File: src/rtl/unified_memory_bus_arbiter.sv
// Round-robin arbiter sharing one memory bus between the instruction fetch port and
// the data port, with a single outstanding read and a grant lock while the bus stalls.
module unified_memory_bus_arbiter #(
   parameter int ADDR_WIDTH = 32,
   parameter int DATA_WIDTH = 32
) (
   input  logic                    clock,
   input  logic                    reset,
   input  logic [ADDR_WIDTH-1:0]   inst_address,
   input  logic                    inst_read_enable,
   output logic                    inst_wait_req,
   output logic                    inst_valid,
   output logic [DATA_WIDTH-1:0]   inst_read_data,
   input  logic [ADDR_WIDTH-1:0]   data_address,
   input  logic                    data_read_enable,
   input  logic                    data_write_enable,
   input  logic [DATA_WIDTH/8-1:0] data_byte_enable,
   input  logic [DATA_WIDTH-1:0]   data_write_data,
   output logic                    data_wait_req,
   output logic                    data_valid,
   output logic [DATA_WIDTH-1:0]   data_read_data,
   output logic [ADDR_WIDTH-1:0]   mem_address,
   output logic                    mem_read_enable,
   output logic                    mem_write_enable,
   output logic [DATA_WIDTH/8-1:0] mem_byte_enable,
   output logic [DATA_WIDTH-1:0]   mem_write_data,
   input  logic                    mem_wait_req,
   input  logic                    mem_valid,
   input  logic [DATA_WIDTH-1:0]   mem_read_data
);

   localparam int   BE_WIDTH   = DATA_WIDTH / 8;
   localparam logic OWNER_INST = 1'b0;
   localparam logic OWNER_DATA = 1'b1;

   typedef enum logic [1:0] {
      ST_IDLE      = 2'd0,
      ST_WAIT_INST = 2'd1,
      ST_WAIT_DATA = 2'd2
   } state_t;

   state_t r_state;
   logic   r_last_grant;
   logic   r_lock;
   logic   r_locked_owner;

   logic   w_inst_req;
   logic   w_data_req;
   logic   w_owner;
   logic   w_owner_req;
   logic   w_owner_read;
   logic   w_grant_active;
   logic   w_accept;

   assign w_inst_req = inst_read_enable;
   assign w_data_req = data_read_enable | data_write_enable;

   // Owner selection: a held lock wins, otherwise the side not granted last breaks a tie.
   always_comb begin
      if (r_lock) begin
         w_owner = r_locked_owner;
      end else if (w_inst_req && w_data_req) begin
         w_owner = ~r_last_grant;
      end else if (w_data_req) begin
         w_owner = OWNER_DATA;
      end else begin
         w_owner = OWNER_INST;
      end
   end

   assign w_owner_req    = (w_owner == OWNER_DATA) ? w_data_req : w_inst_req;
   assign w_owner_read   = (w_owner == OWNER_DATA) ? data_read_enable : inst_read_enable;
   assign w_grant_active = !reset && (r_state == ST_IDLE) && w_owner_req;
   assign w_accept       = w_grant_active && !mem_wait_req;

   // Read data is broadcast; only the matching valid qualifies it.
   assign inst_read_data = mem_read_data;
   assign data_read_data = mem_read_data;

   // Bus forwarding and response routing, all combinational with the memory.
   always_comb begin
      mem_address      = '0;
      mem_read_enable  = 1'b0;
      mem_write_enable = 1'b0;
      mem_byte_enable  = '0;
      mem_write_data   = '0;
      inst_wait_req    = 1'b1;
      data_wait_req    = 1'b1;
      inst_valid       = 1'b0;
      data_valid       = 1'b0;
      if (reset) begin
         inst_valid = 1'b0;
      end else begin
         case (r_state)
            ST_IDLE: begin
               if (!w_grant_active) begin
                  mem_read_enable = 1'b0;
               end else if (w_owner == OWNER_DATA) begin
                  mem_address      = data_address;
                  mem_read_enable  = data_read_enable;
                  // A simultaneous read wins; the write half is dropped.
                  mem_write_enable = data_write_enable & ~data_read_enable;
                  mem_byte_enable  = data_byte_enable;
                  mem_write_data   = data_write_data;
                  data_wait_req    = mem_wait_req;
               end else begin
                  mem_address     = inst_address;
                  mem_read_enable = 1'b1;
                  mem_byte_enable = {BE_WIDTH{1'b1}};
                  inst_wait_req   = mem_wait_req;
               end
            end
            ST_WAIT_INST: inst_valid = mem_valid;
            ST_WAIT_DATA: data_valid = mem_valid;
            default:      inst_valid = 1'b0;
         endcase
      end
   end

   // Arbitration FSM: grant, stall lock, round-robin history and read wait states.
   always_ff @(posedge clock or posedge reset) begin
      if (reset) begin
         r_state        <= ST_IDLE;
         r_last_grant   <= OWNER_INST;
         r_lock         <= 1'b0;
         r_locked_owner <= OWNER_INST;
      end else begin
         case (r_state)
            ST_IDLE: begin
               if (w_accept) begin
                  r_lock       <= 1'b0;
                  r_last_grant <= w_owner;
                  if (w_owner_read) begin
                     r_state <= (w_owner == OWNER_DATA) ? ST_WAIT_DATA : ST_WAIT_INST;
                  end else begin
                     r_state <= ST_IDLE;
                  end
               end else if (w_owner_req) begin
                  r_lock         <= 1'b1;
                  r_locked_owner <= w_owner;
               end else begin
                  // A withdrawn request must not leave the other side starved.
                  r_lock <= 1'b0;
               end
            end
            ST_WAIT_INST, ST_WAIT_DATA: begin
               if (mem_valid) begin
                  r_state <= ST_IDLE;
               end else begin
                  r_state <= r_state;
               end
            end
            default: r_state <= ST_IDLE;
         endcase
      end
   end

endmodule
File: config.mk
export PLATFORM = sky130hd
export DESIGN_NAME = unified_memory_bus_arbiter
export DESIGN_NICKNAME = d
export VERILOG_FILES = /design/src/rtl/unified_memory_bus_arbiter.sv
export SDC_FILE = /design/constraint.sdc
export NUM_CORES = 1
export LEC_CHECK = 0
export CORE_AREA = 2 2 106 108
export DETAILED_ROUTE_END_ITERATION = 8
export DIE_AREA = 0 0 108 110
export PLACE_DENSITY = 0.76
export RECOVER_POWER = 25
export SETUP_SLACK_MARGIN = 0.5
export SLEW_MARGIN = 30
export SYNTH_ARGS = -nofsm -noshare
export SYNTH_HDL_FRONTEND = slang
export SYNTH_SLANG_ARGS = --single-unit
export TNS_END_PERCENT = 20
File: constraint.sdc
create_clock -name clock -period 3.59 [get_ports clock]
set_clock_uncertainty 0.2 [all_clocks]
set_input_delay 0.8975 -clock clock [delete_from_list [all_inputs] [get_ports clock]]
set_output_delay 0.8975 -clock clock [all_outputs]
set_load 0.05 [all_outputs]
==> impl_metrics.toml <==
[grt]
grt_max_degree = 33
grt_pass1_vias = 2933
grt_overflow_total = 0
grt_first_pass_wirelength_mm = 15.3
grtUsageMet3_pct = 2.94
met2_usage_pct = 33.5
met1_usage_pct = 16.2
grt_util_all_layers_pct = 16.4
grt_antenna_before_repair = 0
top_usage_layer = "met2"

[timing]
rsz0062_at_grt = "true"
hold_ws_ns = 0.378
finalHoldViolCount = 0
layout_min_cycle_time_ns = 3.33
tightest_slew_ns = 0.428
final.period_utilization_pct = 92.8
setup_violations = 0
slew-limit-headroom_pct = 71.0
fmax_mhz = 300
setup_tns_ns = 0
final_max_slew_viol_count = 0

[placed_design]
io_buffers = 180
place_congestion = 0.818
dp_hpwl_mm = 8.09
placed_cells = 557

[finish]
drive_above_1_share_pct = 47.6
area_delta_synth_final_pct = 120
fillers = 989
fin_util_pct = 47.1
multi_input_area_um2 = 1720
nets = 576
seq_area_um2 = 126
n_antenna_cell = 0
stdcell_count = 573

[detailed_routing]
vias = 2749
drt-vias-per-instance = 4.80
wl_mm = 10.6
drt-initial-drc-count = 129
ant_nets = 0
wl_per_cell_um = 18.5
drc = 0
dr.pass1.iters = 4

[clock_network]
numCtsBuffers = 3
clk_pin_slew_ns = 0.03
cts-htree-levels = 1
cts_buffer_depth = 2
cts_tree = "built"
ctsRootBufferMaster = "clkbuf_8"
ctsHoldBuffers = 0
insertion_delay_ns = 0.22
clock-sinks = 5

[die]
die-area_um2 = 11900
row_count = 38
die_x_um = 108
core_area_um2 = 10700
io_pins = 277
start_util_pct = 21.3
die_h_um = 110

[critical_path]
startpoint_type = "input pin"
rr_worst_depth = 5
worstPathMaxFanout = 7
critPathRequiredTime_ns = 2.49
worstPathCellList = "buf_8, a2bb2oi_4, buf_12, a21oi_4, buf_6, clkbuf_16, a22oi_1, a21oi_2, buf_12"
cp_common_cell = "buf_12"
critPathKind = "in -> out"
slowest_delay_ns = 0.20
worstPathArrival_ns = 2.24
crit_path_end_kind = "output pin"
slowest_stage = "a21oi_2"

[yosys]
synth_edf_count = 0
syn_avg_cell_area_um2 = 7.49
seq_area_frac_synth_pct = 5.48
synth_cells = 305
yosysWarnings = 0
ys.flop_type = "dfrtp_1"
syn_nets = 447
synth_cell_types = 36
ys_seq_elements = 5
syn_area_um2 = 2280
async_reset_ff_share_pct = 100

[outcome]
status = "finished clean"

[hold_path]
holdPathStages = 2
min_path_type = "reg -> reg"

[power_and_ir_drop]
p_total_mw = 4.01
ir_drop_mv = 0.331
cellPowerDensity_nw_per_um2 = 796
leakage_nw = 1.92

[job]
maxCapViolations = 0
[layout by cell type, fill, tap and decap left out, drive strengths merged, types with 2 or more instances in the layout]
cell,instances
o2111ai,2
nand2b,2
o311ai,2
nand2,35
a22oi,32
mux2,34
ha,3
dfrtp,5
inv,4
nor2,13
clkdlybuf4s50,102
nand3,4
bufbuf,3
and2,33
buf,102
o21ai,3
and3,2
mux2i,2
a21oi,33
clkbuf,7
[registers in the layout, summed over array words and instances (netlist names)]
signal	count
r_lock	1
r_locked_owner	1
r_last_grant	1
r_state	2
[worst paths after layout]
check	start	to	slack (ns)
worst max-delay path	data_read_enable	mem_address[18]	0.26
worst min-delay path	r_state[0]	r_state[0]	0.38
worst max register to register	r_lock	r_state[1]	1.62
worst min register to register	r_state[0]	r_state[0]	0.38
max in group asynchronous	reset	r_locked_owner	2.46
min in group asynchronous	reset	r_lock	0.52
[layout make-up]
cell class / count / area share, %
flip-flops and latches: 5 / 2.51
inverters: 4 / 0.298
clock buffers: 4 / 0.895
multi-input cells: 210 / 34.1
well taps: 140 / 3.48
repair buffers: 210 / 58.7
[through the flow]
step | setup WS [ns] | area, µm²
2_1_floorplan | 0.205 | 2390
3_3_place_gp | -0.211 | 4670
3_5_place_dp | -0.245 | 4670
4_1_cts | 0.177 | 4990
5_1_grt | 0.198 | 5030
6_report | 0.257 | 5030
[kinds of logic after synthesis]
family	synth area share (%)
flops	5.48
fa+ha+maj	1.64
simple gates	21.4
mux	18.2
compound gates	25.2
buf+inv	28.1
[metal layers]
metal  up-vias  share of wire, %
li1       1256                 -
met1      1297                33
met2       160                55
met3        36               8.4
met4         0               3.5
met5         -                 0
[Yosys cell counts, types with 2 or more instances]
master	count	area, µm²
buf_4	67	503
nand2_1	35	131
mux2_2	34	383
and2_1	33	206
a22oi_1	32	240
a21oi_2	21	184
a21oi_1	12	60.1
nor2_1	12	45.0
buf_2	6	30.0
buf_6	6	67.6
clkbuf_1	6	22.5
dfrtp_1	5	125
inv_1	4	15.0
nand3_1	4	20.0
ha_1	3	37.5
and3_1	2	12.5
nand2b_1	2	12.5
o2111ai_1	2	17.5
o21ai_0	2	10.0
[repair_timing]
item / in CTS / in global routing
endpoints found under the setup margin: 74 / 72
resized for setup: 46 / 4
gates cloned: 5 / 1
pin swaps: 4 / 13
setup buffers: 4 / 2
[worst max-delay path, delay by kind of cell]
family / cells / cell delay [ns]
AO/OA/AOI/OAI: 4 / 0.62
buffers and inverters: 5 / 0.71
[power by group]
group          total [mW]  internal [mW]  switching (mW)
Clock               0.102         0.0761          0.0261
Sequential          0.118         0.0851          0.0324
Combinational        3.79           1.81            1.98
(Power assumes the default switching activity.)
